<file path="src/rtl/pipe_ctrl_skid_stage_pkg.sv">
// Shared definitions for the decode->execute control stage: state encoding,
// control-word field offsets and a state-to-occupancy helper.
package pipe_ctrl_skid_stage_pkg;

    typedef enum logic [1:0] {
        S_EMPTY = 2'd0,
        S_ONE   = 2'd1,
        S_TWO   = 2'd2
    } state_t;

    localparam int unsigned DEF_W  = 26;
    localparam int unsigned DEF_CW = 16;

    // Control word layout: {op[6:0], f3[2:0], f7, rd[4:0], rs1[4:0], rs2[4:0]}
    localparam int unsigned RS2_LSB = 0;
    localparam int unsigned RS1_LSB = 5;
    localparam int unsigned RD_LSB  = 10;
    localparam int unsigned F7_LSB  = 15;
    localparam int unsigned F3_LSB  = 16;
    localparam int unsigned OP_LSB  = 19;

    function automatic logic [1:0] occ_of(input state_t s);
        case (s)
            S_ONE:   return 2'd1;
            S_TWO:   return 2'd2;
            default: return 2'd0;
        endcase
    endfunction

endpackage

</file>
<file path="src/rtl/pipe_ctrl_skid_stage_sat_counter.sv">
// Saturating event counter: adds 0..3 per cycle when inc is set, sticks at
// all-ones instead of wrapping.
module sat_counter #(
    parameter int unsigned CW = 16
) (
    input  logic          clk,
    input  logic          rst,
    input  logic          inc,
    input  logic [1:0]    amount,
    output logic [CW-1:0] cnt
);

    logic [CW:0] sum;

    always_comb begin
        sum = {1'b0, cnt} + {{(CW-1){1'b0}}, amount};
    end

    always_ff @(posedge clk or posedge rst) begin
        if (rst) begin
            cnt <= '0;
        end else if (inc && (amount != 2'd0)) begin
            cnt <= sum[CW] ? '1 : sum[CW-1:0];
        end
    end

endmodule

</file>
<file path="src/rtl/pipe_ctrl_skid_stage.sv">
// Decode->execute control pipeline register with a 2-entry skid buffer,
// stall/flush handling and saturating bubble/kill performance counters.
module pipe_ctrl_skid_stage
    import pipe_ctrl_skid_stage_pkg::*;
#(
    parameter int unsigned  W       = 26,
    parameter logic [W-1:0] NOP_VAL = '0,
    parameter int unsigned  CW      = 16
) (
    input  logic          clk,
    input  logic          rst,
    input  logic          stall,
    input  logic          flush,
    input  logic          in_valid,
    output logic          in_ready,
    input  logic [W-1:0]  in_data,
    output logic          out_valid,
    input  logic          out_ready,
    output logic [W-1:0]  out_data,
    output logic [1:0]    occupancy,
    output logic [CW-1:0] bubble_cnt,
    output logic [CW-1:0] kill_cnt
);

    state_t       state, state_nxt;
    logic [W-1:0] main_q, main_nxt;
    logic [W-1:0] skid_q, skid_nxt;
    logic         skid_valid;
    logic         acc;
    logic         emit;
    logic [1:0]   kill_amt;

    // in_ready depends only on registered state and stall/flush, so a
    // downstream out_ready never reaches the decode stage combinationally.
    always_comb begin
        skid_valid = (state == S_TWO);
        in_ready   = ~skid_valid & ~stall & ~flush;
        out_valid  = (state != S_EMPTY);
        out_data   = main_q;
        occupancy  = occ_of(state);
        acc        = in_valid & in_ready;
        emit       = out_valid & out_ready;
        kill_amt   = occupancy - {1'b0, emit};
    end

    always_comb begin
        state_nxt = state;
        main_nxt  = main_q;
        skid_nxt  = skid_q;
        if (flush) begin
            state_nxt = S_EMPTY;
            main_nxt  = NOP_VAL;
            skid_nxt  = NOP_VAL;
        end else begin
            case (state)
                S_EMPTY: begin
                    if (acc) begin
                        state_nxt = S_ONE;
                        main_nxt  = in_data;
                    end
                end
                S_ONE: begin
                    if (acc && emit) begin
                        main_nxt = in_data;
                    end else if (acc) begin
                        state_nxt = S_TWO;
                        skid_nxt  = in_data;
                    end else if (emit) begin
                        state_nxt = S_EMPTY;
                        main_nxt  = NOP_VAL;
                    end
                end
                S_TWO: begin
                    if (emit) begin
                        state_nxt = S_ONE;
                        main_nxt  = skid_q;
                        skid_nxt  = NOP_VAL;
                    end
                end
                default: begin
                    state_nxt = S_EMPTY;
                    main_nxt  = NOP_VAL;
                    skid_nxt  = NOP_VAL;
                end
            endcase
        end
    end

    always_ff @(posedge clk or posedge rst) begin
        if (rst) begin
            state  <= S_EMPTY;
            main_q <= NOP_VAL;
            skid_q <= NOP_VAL;
        end else begin
            state  <= state_nxt;
            main_q <= main_nxt;
            skid_q <= skid_nxt;
        end
    end

    sat_counter #(.CW(CW)) u_bubble_cnt (
        .clk    (clk),
        .rst    (rst),
        .inc    (out_ready & ~out_valid),
        .amount (2'd1),
        .cnt    (bubble_cnt)
    );

    sat_counter #(.CW(CW)) u_kill_cnt (
        .clk    (clk),
        .rst    (rst),
        .inc    (flush),
        .amount (kill_amt),
        .cnt    (kill_cnt)
    );

endmodule

</file>
<file path="config.mk">
export PLATFORM = sky130hd
export DESIGN_NAME = pipe_ctrl_skid_stage
export DESIGN_NICKNAME = d
export VERILOG_FILES = /design/src/rtl/pipe_ctrl_skid_stage_pkg.sv /design/src/rtl/pipe_ctrl_skid_stage_sat_counter.sv /design/src/rtl/pipe_ctrl_skid_stage.sv
export SDC_FILE = /design/constraint.sdc
export NUM_CORES = 1
export LEC_CHECK = 0
export CAP_MARGIN = 0
export CORE_MARGIN = 10
export CORE_UTILIZATION = 51
export CTS_BUF_LIST = sky130_fd_sc_hd__clkbuf_16
export CTS_CLUSTER_SIZE = 30
export DETAILED_ROUTE_END_ITERATION = 8
export DONT_BUFFER_PORTS = 1
export GPL_TIMING_DRIVEN = 1
export PLACE_DENSITY = 0.68
export SETUP_SLACK_MARGIN = 0.5
export SLEW_MARGIN = 20
export SYNTH_ARGS = -nofsm -noshare
export SYNTH_HDL_FRONTEND = slang
export SYNTH_SLANG_ARGS = --single-unit
export TNS_END_PERCENT = 20
</file>
<file path="constraint.sdc">
create_clock -name clk -period 3.9 [get_ports clk]
set_input_delay 0.78 -clock clk [delete_from_list [all_inputs] [get_ports clk]]
set_output_delay 0.78 -clock clk [all_outputs]
set_load 0.005 [all_outputs]
</file>
Yosys cells after proc, flatten, opt, wreduce, memory -nomap -nowiden
Index checks and enable logic that the tools add are counted.
{ "totals": {"latch_bits": 0, "mem_bits_rw": 0, "reg_bits": 86, "wordCells": 55, "in_bits": 32, "romBits": 0, "mem_count": 0} }
{ "op_classes": {"n_bitwise": 9, "mux": 20, "n_lt_le_gt_ge": 0, "n_shift": 0, "eq_ne": 10, "add_sub_neg": 3, "div_mod_pow": 0, "n_reduce_logical": 8, "multipliers": 0} }
{ "ops": {"columns": ["cell", "count"], "rows": [
  ["two-way mux 26 bit", 8],
  ["one-hot mux 26 bit (3 select lines)", 2],
  ["two-way mux 16 bit", 2],
  ["adder 16 x 1 -> 17 bit, second input constant", 1],
  ["adder 16 x 2 -> 17 bit", 1],
  ["two-way mux 2 bit", 6],
  ["inequality test 4 bit, second input constant", 3],
  ["AND reduction 4 bit", 3],
  ["inequality test 3 bit, second input constant", 3],
  ["one-hot mux 2 bit (3 select lines)", 1],
  ["AND 1 bit", 5],
  ["NOT 1 bit", 4],
  ["one-hot mux 2 bit (2 select lines)", 1],
  ["nonzero test 2 bit", 2],
  ["inequality test 3 x 2 -> 1 bit, second input constant", 1],
  ["== test 2 x 1 -> 1 bit, second input constant", 1],
  ["== test 2 bit, second input constant", 1],
  ["logical AND 1 bit", 2],
  ["logical NOT 2 bit", 1],
  ["inequality test 2 bit, second input constant", 1],
  ["subtractor 2 x 1 -> 2 bit", 1]
]} }

Longest topological paths before layout
Gate-level depths: netlist of the first run.
{ "logic_depth": {"ltp_word": 9, "ltp_mapped": 12} }

Cells and area by module
A second synthesis of the first run with hierarchy kept.
{ "unflattened": {"cells_unflattened": 490, "hier_area_um2": 5018.6} }
{ "by_module_without_submodules": {"columns": ["module", "area_per_inst_um2", "seq_area_each_um2", "cells_per_inst", "instances"], "rows": [
  ["pipe_ctrl_skid_stage", 3264.4, 1351.3, 304, 1],
  ["sat_counter", 877.1, 400.4, 93, 2]
]} }

Least setup slack after synthesis of the first run
OpenSTA, ideal clock, no wires.
{ "synth_path": {"path_type": "register to register", "from": "reg state[0]", "to": "reg u_kill_cnt.cnt[7]", "n_path_buf": 3, "period_less_slack_ps": 2816, "t_required_ps": 3831, "slack_ps": 1084, "setup_time_ps": 69, "t_arrival_ps": 2747, "stages_incl_launch_ff": 13, "path_cell_list": "dfrtp_1 buf_6 or2_2 buf_2 and2_1 ha_1 inv_1 ha_1 fa_1 o2111ai_4 or4_4 buf_6 nand3_1"} }
{ "synth_between": {"elab_chain_cells": 5} }
{ "synth_rtl": {"columns": ["element", "line_no", "source"], "rows": [
  ["from (decl)", "pipe_ctrl_skid_stage.sv:25", "state_t state, state_nxt;"],
  ["from (signal assigned)", "pipe_ctrl_skid_stage.sv:95", "state <= state_nxt;"],
  ["nonzero test 2 bit (*)", "pipe_ctrl_skid_stage.sv:38", "out_valid = (state != S_EMPTY);"],
  ["via out_valid", "pipe_ctrl_skid_stage.sv:17", "output logic out_valid,"],
  ["AND 1 bit (*)", "pipe_ctrl_skid_stage.sv:42", "emit = out_valid & out_ready;"],
  ["subtractor 2 x 1 -> 2 bit (*)", "pipe_ctrl_skid_stage.sv:43", "kill_amt = occupancy - {1'b0, emit};"],
  ["adder 16 x 2 -> 17 bit or nonzero test 2 bit (tied branches)", "pipe_ctrl_skid_stage_sat_counter.sv:16, pipe_ctrl_skid_stage_sat_counter.sv:22", null],
  ["two-way mux 16 bit or logical AND 1 bit (tied branches)", "pipe_ctrl_skid_stage_sat_counter.sv:23, pipe_ctrl_skid_stage_sat_counter.sv:22", null],
  ["to (signal assigned)", "pipe_ctrl_skid_stage_sat_counter.sv:23", "cnt <= sum[CW] ? '1 : sum[CW-1:0];"],
  ["to (decl)", "pipe_ctrl_skid_stage_sat_counter.sv:10", "output logic [CW-1:0] cnt"]
]} }
Mark *: on every way through the listed nets, which the timed path passes. The rest lies on a longest branch.
A chain may end at the register's enable or synchronous reset.

Final worst setup path of the first run
{ "layout_path": {"from": "reg state[0]", "to": "reg u_kill_cnt.cnt[15]"} }
The elaborated chain is that of the path after synthesis.

==> impl_metrics.env, run 1 <==
export IMPL_critical_path_class="reg2reg"
export IMPL_slew_viol_final=0
export IMPL_cts_reportedPaths_clkPinSlew_ps=70
export IMPL_cts_tree="built"
export IMPL_vias_per_cell=6.22
export IMPL_ant_nets=0
export IMPL_synth_top_area_share_pct=49.4
export IMPL_htree_num_levels=3
export IMPL_grt_pass1_vias=3334
export IMPL_crit_chain="or2_2 > and2_1 > ha_1 > xor2_1 > ha_1 > a21o_1 > nand3_1 > nor4_1 > mux2_2"
export IMPL_syn_nets=459
export IMPL_synthDistinctLibCells=53
export IMPL_yosysTopAreaCell="dfrtp_1"
export IMPL_rows=33
export IMPL_clockRootBuffer="clkbuf_16"
export IMPL_ys_seq_elements=86
export IMPL_fmax_ghz=0.324
export IMPL_ys_flop_type="dfrtp_1"
export IMPL_die_w_um=112
export IMPL_netlist_instances=422
export IMPL_portBuffers=0
export IMPL_vias=3272
export IMPL_cts_sinks=86
export IMPL_fp_dieH_um=112
export IMPL_route_detailed_drc=0
export IMPL_rsz0062_at_grt="no"
export IMPL_yosysMostFrequentCell="dfrtp_1"
export IMPL_nNetsFinal=453
export IMPL_grtUsageTotal_pct=16.9
export IMPL_core_mm2=0.00826
export IMPL_power_total_mw=2.42
export IMPL_dp_hpwl_mm=7.25
export IMPL_relSlewSlack_pct=33.7
export IMPL_worstSetupEndpointType="flop"
export IMPL_start_kind="flop"
export IMPL_synthArstFlopShare_pct=100
export IMPL_rr_worst_depth=9
export IMPL_status="finished, final reports clean"
export IMPL_drive_gt1_share_pct=9.74
export IMPL_synthTopCellsByArea="dfrtp_1, mux2i_1, o2bb2ai_1, a22oi_1, nand2_1"
export IMPL_worst_slew_pin_transition_ps=993
export IMPL_ctsLongestPathBuffers=2
export IMPL_routed_wl_mm=10.7
export IMPL_power_switching_mw=0.685
export IMPL_first_pass_iters=4
export IMPL_yosysWarnings=0
export IMPL_critPathCapture="u_kill_cnt.cnt[15]"
export IMPL_antennaDiodeCount=0
export IMPL_powerDensity_mw_per_mm2=506
export IMPL_cts_setup_buffers=0
export IMPL_seq_power_share_pct=46.2
export IMPL_tns_ps=0
export IMPL_finalHoldViolations=0
export IMPL_internal_power_mw=1.73
export IMPL_synth_commonest_cells="dfrtp_1, nand2_1, inv_1"
export IMPL_first_iter_violations=159
export IMPL_crit_required_ps=4120
export IMPL_clock_latency_ps=330
export IMPL_slowest_delay_ps=490
export IMPL_antenna_found_initial=0
export IMPL_period_share_pct=79.1
export IMPL_die_area_mm2=0.0126
export IMPL_crit_arrival_ps=3300
export IMPL_grt_pass1_wl_mm=17.7
export IMPL_fin_crit_ps=3080
export IMPL_rr_startpoint="state[0]"
export IMPL_worstSetupStartpoint="state[0]"
export IMPL_synthesis_area_mm2=0.00436
export IMPL_cts_hold_buffers=0
export IMPL_pin_count=94
export IMPL_power_leakage_nw=2.11
export IMPL_crit_fanout=12
export IMPL_wl_per_cell_um=20.4
export IMPL_cap_violations=0
export IMPL_swShare_pct=28.3
export IMPL_initial_core_util_pct=52.7
export IMPL_ir_worst_vdd_v=0.000300
export IMPL_synth_edf_count=0
export IMPL_ctsResizeCount=0
export IMPL_skew_ps=6.90
export IMPL_hp_class="in2async"
export IMPL_r2r_setup_slack_ps=820
export IMPL_numCtsBuffers=9
export IMPL_syn_avg_cell_area_um2=10.3
export IMPL_critPathMostFrequentCell="ha_1"
export IMPL_finalSetupViolations=0
export IMPL_slowest_stage="dfrtp_1"
export IMPL_r2r_end="u_kill_cnt.cnt[15]"
export IMPL_grt_max_degree=57
export IMPL_clkPwrFrac_pct=41.1
export IMPL_grt_overflow_total=0
export IMPL_syn2layout_area_growth_pct=9.71
export IMPL_ys_seq_area_share_pct=49.4
export IMPL_p_comb_share_pct=12.7
export IMPL_gp_congestion=0.798
[cells in the final DEF (no fill, tap or decap), drive strengths merged, types with 2 or more instances in the layout]
cell	Yosys	routed
nand4b	3	3
mux2i	28	28
nor2b	2	2
mux2	4	4
nor3	10	10
nand3	17	17
a21oi	9	9
nand2	50	50
and4	2	2
and3	3	3
clkbuf	7	9
xor2	4	4
o31a	3	3
and2	3	3
inv	37	38
o2bb2ai	26	26
o21ai	6	6
xnor2	4	4
nor4	9	9
a31oi	7	7
nor2	12	12
dfrtp	86	86
or3b	2	2
a22oi	27	27
nor3b	2	2
ha	4	4
buf	16	6
nand4	9	9
or4	7	7
bufinv	0	3
clkinv	0	2
nand2b	3	3
o31ai	8	8
[worst max-delay path, delay by kind of cell, from the launching register on]
kind	cells	cell delay, ps
DFF	1	490
xor gates and xnor gates	1	200
and+or+nand+nor	4	1290
adders and majority gates	2	500
AOI/OAI and AO/OA	1	110
muxes	1	370
[metal layers]
layer	global-route usage, %	up-vias	part of all wire [%]
li1	-	1520	-
met1	20.6	1640	41
met2	26.3	98	47
met3	7.24	14	9.9
met4	5.41	0	1.5
met5	0	-	0
[final cells by class]
cell class	instances	area [µm²]
clock inverters	7	121
flip-flops and latches	86	2150
fillers	726	3480
well taps	105	131
inverters	37	141
repair buffers	6	45.0
clock buffers	9	225
multi-input cells	276	1960
[flip-flops by register name, summed over array words and instances (netlist names)]
signal / cells
u_bubble_cnt.cnt: 16
u_kill_cnt.cnt: 16
state: 2
out_data: 26
skid_q: 26
[how the worst min path moves through the flow]
stage                     endpoint  slack, ps  depth (start not counted)
3_5_place_dp          out_data[14]        510                          1
3_3_place_gp             skid_q[5]        510                          2
6_report       u_bubble_cnt.cnt[3]        430                          1
2_1_floorplan          out_data[0]        480                          1
5_1_grt        u_bubble_cnt.cnt[0]        480                          1
4_1_cts                   state[1]        510                          1
[per-stage QoR]
step | setup slack [ps] | util (%) | instance area [µm²] | std cells | hold WS (ps)
2_1_floorplan | 898 | - | 4360 | 422 | 479
3_3_place_gp | 929 | 53.6 | 4430 | 510 | 508
3_5_place_dp | 821 | 53.7 | 4430 | 510 | 512
4_1_cts | 813 | 57.8 | 4780 | 526 | 509
5_1_grt | 568 | 57.9 | 4780 | 526 | 477
6_report | 816 | 57.9 | 4780 | 526 | 427
[power groups by stage]
stage	clock network, mW	registers (mW)	logic, mW
final	0.993	1.12	0.307
after global routing	1.04	1.14	0.354
after CTS	1.01	1.12	0.312
after detailed placement	0	1.13	0.312
after global placement	0	1.13	0.299
after floorplan	0	1.09	0.259
[kinds of logic after synthesis]
kind of cell	Yosys count	share of synthesized area (%)
flip-flops	86	49.4
multiplexers	32	7.47
AO/OA/AOI/OAI	94	17.1
adder cells (fa/ha/maj)	5	1.61
AND/OR/NAND/NOR	137	16.7
buffers and inverters	60	6.12
XOR/XNOR	8	1.61
Power figures use the tool's default switching activity.
==> run 2: changes to the inputs <==
- clock period: 3.9 -> 3.2 ns (I/O delays scaled with it)
==> run 2 against run 1 <==
- global-route usage is 0.30 points higher
- sequential power is 21% higher
- largest cell class unchanged
- highest routed layer unchanged
- power is 14% higher
==> impl_metrics.env, run 2 (synthesized netlist as in run 1, its figures left out) <==
export IMPL_status="finished, final reports clean"
export IMPL_ir_worst_vdd_v=0.000231
export IMPL_grtUsageTotal_pct=17.2
export IMPL_worstSetupStartpoint="state[1]"
export IMPL_period_share_pct=82.5
export IMPL_slowest_delay_ps=420
export IMPL_antenna_found_initial=0
export IMPL_tns_ps=0
export IMPL_worst_slew_pin_transition_ps=590
export IMPL_numCtsBuffers=9
export IMPL_finalHoldViolations=0
export IMPL_crit_fanout=7
export IMPL_powerDensity_mw_per_mm2=564
export IMPL_r2r_end="u_kill_cnt.cnt[11]"
export IMPL_die_area_mm2=0.0126
export IMPL_rsz0062_at_grt="no"
export IMPL_vias=3369
export IMPL_final_cell_mix="dfrtp_1, nand2_1, inv_1"
export IMPL_slowest_stage="dfrtp_2"
export IMPL_critical_path_class="reg2reg"
export IMPL_routed_wl_mm=11.1
export IMPL_relSlewSlack_pct=60.7
export IMPL_cts_hold_buffers=0
export IMPL_portBuffers=0
export IMPL_finalSetupViolations=0
export IMPL_power_leakage_nw=2.14
export IMPL_cap_violations=0
export IMPL_fin_crit_ps=2640
export IMPL_worstSetupEndpointType="flop"
export IMPL_dp_hpwl_mm=7.37
export IMPL_drive_gt1_share_pct=14.5
export IMPL_clockRootBuffer="clkbuf_16"
export IMPL_nNetsFinal=465
export IMPL_route_detailed_drc=0
export IMPL_critPathMostFrequentCell="ha_4"
export IMPL_syn2layout_area_growth_pct=11.9
export IMPL_slew_viol_final=0
export IMPL_hold_slack_ps=151
export IMPL_initial_core_util_pct=52.7
export IMPL_cts_tree="built"
export IMPL_skew_ps=9.31
export IMPL_mostFrequentLayoutCell="dfrtp_1"
export IMPL_ctsLongestPathBuffers=2
export IMPL_first_pass_iters=5
export IMPL_wl_per_cell_um=20.6
export IMPL_gp_congestion=0.818
export IMPL_hp_class="in2async"
export IMPL_vias_per_cell=6.26
export IMPL_cts_reportedPaths_clkPinSlew_ps=70
export IMPL_grt_overflow_total=0
export IMPL_grt_pass1_wl_mm=17.8
export IMPL_antennaDiodeCount=0
export IMPL_crit_required_ps=3420
export IMPL_rows=33
export IMPL_htree_num_levels=3
export IMPL_cts_sinks=86
export IMPL_die_w_um=112
export IMPL_fmax_ghz=0.379
export IMPL_grt_max_degree=45
export IMPL_crit_chain="or2_4 > and2_4 > ha_4 > inv_1 > ha_4 > fa_2 > o2111ai_4 > buf_6 > buf_4 > o31ai_1 > mux2_2"
export IMPL_rr_worst_depth=11
export IMPL_grt_pass1_vias=3326
export IMPL_first_iter_violations=171
export IMPL_ant_nets=0
export IMPL_rr_startpoint="state[1]"
export IMPL_core_mm2=0.00826
export IMPL_fp_dieH_um=112
export IMPL_path_buf_inv=3
export IMPL_clock_latency_ps=340
export IMPL_pin_count=94
export IMPL_path_delay_family="adder cells"
export IMPL_r2r_setup_slack_ps=560
export IMPL_start_kind="flop"
export IMPL_crit_arrival_ps=2860
run 2: repair_timing:
| action | in CTS | in global routing |
|---|---|---|
| endpoints found under the setup margin | 16 | 16 |
| pin swaps | 2 | 3 |
| gates resized for setup | 6 | 10 |
| gates cloned | 1 | 0 |
| buffers inserted | 2 | 4 |
run 2: per-stage QoR:
step / area [µm²] / power (mW) / cells / setup slack (ps) / utilization [%]
6_report: 4870 / 2.75 / 538 / 559 / 59.0
3_3_place_gp: 4470 / 1.75 / 514 / 357 / 54.1
3_5_place_dp: 4470 / 1.77 / 514 / 264 / 54.1
2_1_floorplan: 4360 / 1.64 / 422 / 384 / -
4_1_cts: 4780 / 2.75 / 533 / 494 / 57.9
5_1_grt: 4870 / 2.88 / 538 / 482 / 59.0
run 2: metal layers:
| metal | part of all wire [%] | GRT usage, % | wire (µm) | up-vias |
|---|---|---|---|---|
| li1 | - | - | - | 1546 |
| met1 | 40 | 20.5 | 4400 | 1698 |
| met2 | 49 | 27.1 | 5430 | 117 |
| met3 | 11 | 8.15 | 1190 | 8 |
| met4 | 0.81 | 4.99 | 90 | 0 |
| met5 | 0 | 0 | 0 | - |
run 2: final cells by class:
cell class	count	area (µm²)
sequential	86	2150
clock inverter	7	48.8
inverter	37	145
timing repair buffer	17	156
fill	704	3390
tap	105	131
clock buffer	9	225
multi-input combinational	277	2010
run 2: worst reg2reg max path, delay by kind of cell, from the launching register on:
family          cells  cell delay [ps]
fa+ha+maj           3              850
simple gates        2              460
flops               1              420
buf+inv             3              330
mux                 1              270
compound gates      2              210
run 2: power by group:
group	switching [mW]	leakage (nW)	internal (mW)
clock network	0.445	0.136	0.529
logic	0.238	0.857	0.174
registers	0.168	1.14	1.19
run 2: worst max path at each step:
stage                    endpoint  slack [ps]  cells after the start
3_3_place_gp    u_kill_cnt.cnt[9]         360                      9
2_1_floorplan   u_kill_cnt.cnt[7]         380                     12
4_1_cts        u_kill_cnt.cnt[13]         490                      9
6_report       u_kill_cnt.cnt[11]         560                     11
5_1_grt         u_kill_cnt.cnt[8]         480                     10
3_5_place_dp   u_kill_cnt.cnt[13]         260                      9
==> run 3: changes to the inputs <==
- clock period: 3.2 -> 2.55 ns (I/O delays scaled with it)
==> run 3 against run 2 <==
- clock power is 65% higher
- core utilization is 4.1 points higher
- count of clock-buffer cells in the layout stayed put
- setup slack worse by 440 ps
- sequential share of layout area is 2.9 points lower
- final cell count is 2.4% higher
- global-route usage is 0.057 points higher
- largest cell class unchanged
- die area stayed put
- non-clock buffer count is 13 higher
- fmax is 8.5% higher
==> impl_metrics.env, run 3 (synthesized netlist as in run 1, its figures left out) <==
export IMPL_status="finished, final reports clean"
export IMPL_grt_pass1_wl_mm=18.1
export IMPL_drive_gt1_share_pct=20.6
export IMPL_initial_core_util_pct=52.7
export IMPL_wl_per_cell_um=20.0
export IMPL_syn2layout_area_growth_pct=19.7
export IMPL_route_detailed_drc=0
export IMPL_nNetsFinal=478
export IMPL_fp_dieH_um=112
export IMPL_cts_tree="built"
export IMPL_crit_fanout=6
export IMPL_path_delay_family="adder cells"
export IMPL_routed_wl_mm=11.0
export IMPL_core_mm2=0.00826
export IMPL_slowest_delay_ps=410
export IMPL_fin_crit_ps=2430
export IMPL_rsz0062_at_grt="yes"
export IMPL_die_area_mm2=0.0126
export IMPL_rows=33
export IMPL_path_buf_inv=2
export IMPL_grt_pass1_vias=3440
export IMPL_htree_num_levels=3
export IMPL_first_pass_iters=4
export IMPL_period_share_pct=95.5
export IMPL_ant_nets=0
export IMPL_crit_arrival_ps=2650
export IMPL_pre_cts_ws_ps=21.6
export IMPL_hp_class="in2async"
export IMPL_die_w_um=112
export IMPL_worstSetupEndpointType="flop"
export IMPL_numCtsBuffers=9
export IMPL_vias=3337
export IMPL_cts_reportedPaths_clkPinSlew_ps=60
export IMPL_antennaDiodeCount=0
export IMPL_crit_required_ps=2770
export IMPL_clock_latency_ps=330
export IMPL_cap_violations=0
export IMPL_hold_slack_ps=153
export IMPL_pin_count=94
export IMPL_finalHoldViolations=0
export IMPL_final_cell_mix="dfrtp_1, nand2_1, inv_1"
export IMPL_ir_worst_vdd_v=0.000348
export IMPL_first_iter_violations=90
export IMPL_antenna_found_initial=0
export IMPL_fillers=668
export IMPL_slew_viol_final=0
export IMPL_critical_path_class="reg2reg"
export IMPL_power_leakage_nw=2.32
export IMPL_mostFrequentLayoutCell="dfrtp_1"
export IMPL_gp_congestion=0.855
export IMPL_finalSetupViolations=0
export IMPL_final_cells=551
export IMPL_fmax_ghz=0.411
export IMPL_power_total_mw=3.88
export IMPL_critPathMostFrequentCell="ha_4"
export IMPL_skew_ps=5.95
export IMPL_final_setup_worst_slack_ps=116
export IMPL_crit_chain="or2_4 > and2_4 > ha_4 > inv_4 > ha_4 > fa_2 > o2111ai_4 > buf_6 > o31ai_1 > mux2_4"
export IMPL_dp_hpwl_mm=7.44
export IMPL_slowest_stage="fa_2"
export IMPL_powerDensity_mw_per_mm2=744
export IMPL_grt_max_degree=45
export IMPL_cts_sinks=86
export IMPL_grtUsageTotal_pct=17.2
export IMPL_start_kind="flop"
export IMPL_worst_slew_pin_transition_ps=718
export IMPL_placedCellCount=522
export IMPL_vias_per_cell=6.06
export IMPL_relSlewSlack_pct=52.1
export IMPL_grt_overflow_total=0
export IMPL_portBuffers=0
export IMPL_ctsLongestPathBuffers=2
export IMPL_clockRootBuffer="clkbuf_16"
[run 3: layout make-up]
class	count	area [µm²]	share of cell area [%]
repair buffers	30	270	5.18
multi-input cells	277	2140	41.1
flip-flops and latches	86	2150	41.3
inverters	37	145	2.78
clock inverters	7	145	2.78
well taps	105	131	2.52
clock buffers	9	225	4.32
[run 3: routing by layer]
metal  global-route usage [%]  share of wire, %  vias to the layer above  routed length [µm]
met4                     4.40               1.1                        0                 123
met1                     19.4                41                     1667                4480
met3                     7.19               8.6                       11                 950
li1                         -                 -                     1576                   -
met5                        0                 0                        -                   0
met2                     29.5                50                       83                5480
[run 3: power breakdown]
| part | switching (mW) | leakage, nW | internal (mW) |
|---|---|---|---|
| Combinational | 0.305 | 0.997 | 0.249 |
| Sequential | 0.213 | 1.14 | 1.50 |
| Clock | 0.553 | 0.176 | 1.06 |
[run 3: path summary, 6_finish.rpt]
kind                              start            endpoint  slack [ps]  cells after the start
min                                 rst         out_data[8]         150                      1
max reg2reg                    state[1]  u_kill_cnt.cnt[11]         120                     10
min in group clk                  flush            state[1]         250                      1
min reg2reg                out_data[11]        out_data[11]         520                      1
max                            state[1]  u_kill_cnt.cnt[11]         120                     10
max in group asynchronous           rst            state[1]        1730                      2
[run 3: per-stage QoR]
stage / setup TNS (ps) / utilization (%) / area [µm²]
2_1_floorplan: -633 / - / 4460
3_3_place_gp: 0 / 55.8 / 4600
3_5_place_dp: 0 / 56.1 / 4630
4_1_cts: 0 / 62.2 / 5140
5_1_grt: 0 / 63.1 / 5210
6_report: 0 / 63.1 / 5210
[run 3: repair_timing]
action                                  4_1_cts  5_1_grt
endpoints found under the hold margin         0        0
hold buffers                                  0        0
endpoints found under the setup margin       17       49
setup buffers                                 7        4
gates cloned                                  2        0
gates resized for setup                      18       10
pin swaps                                     9        8
[run 3: worst register-to-register path: stages (launching register included)]
cell       delay (ps)
dfrtp_1           390
or2_4             250
and2_4            140
ha_4              280
inv_4              30
ha_4              150
fa_2              410
o2111ai_4         160
buf_6             170
o31ai_1            80
mux2_4            270
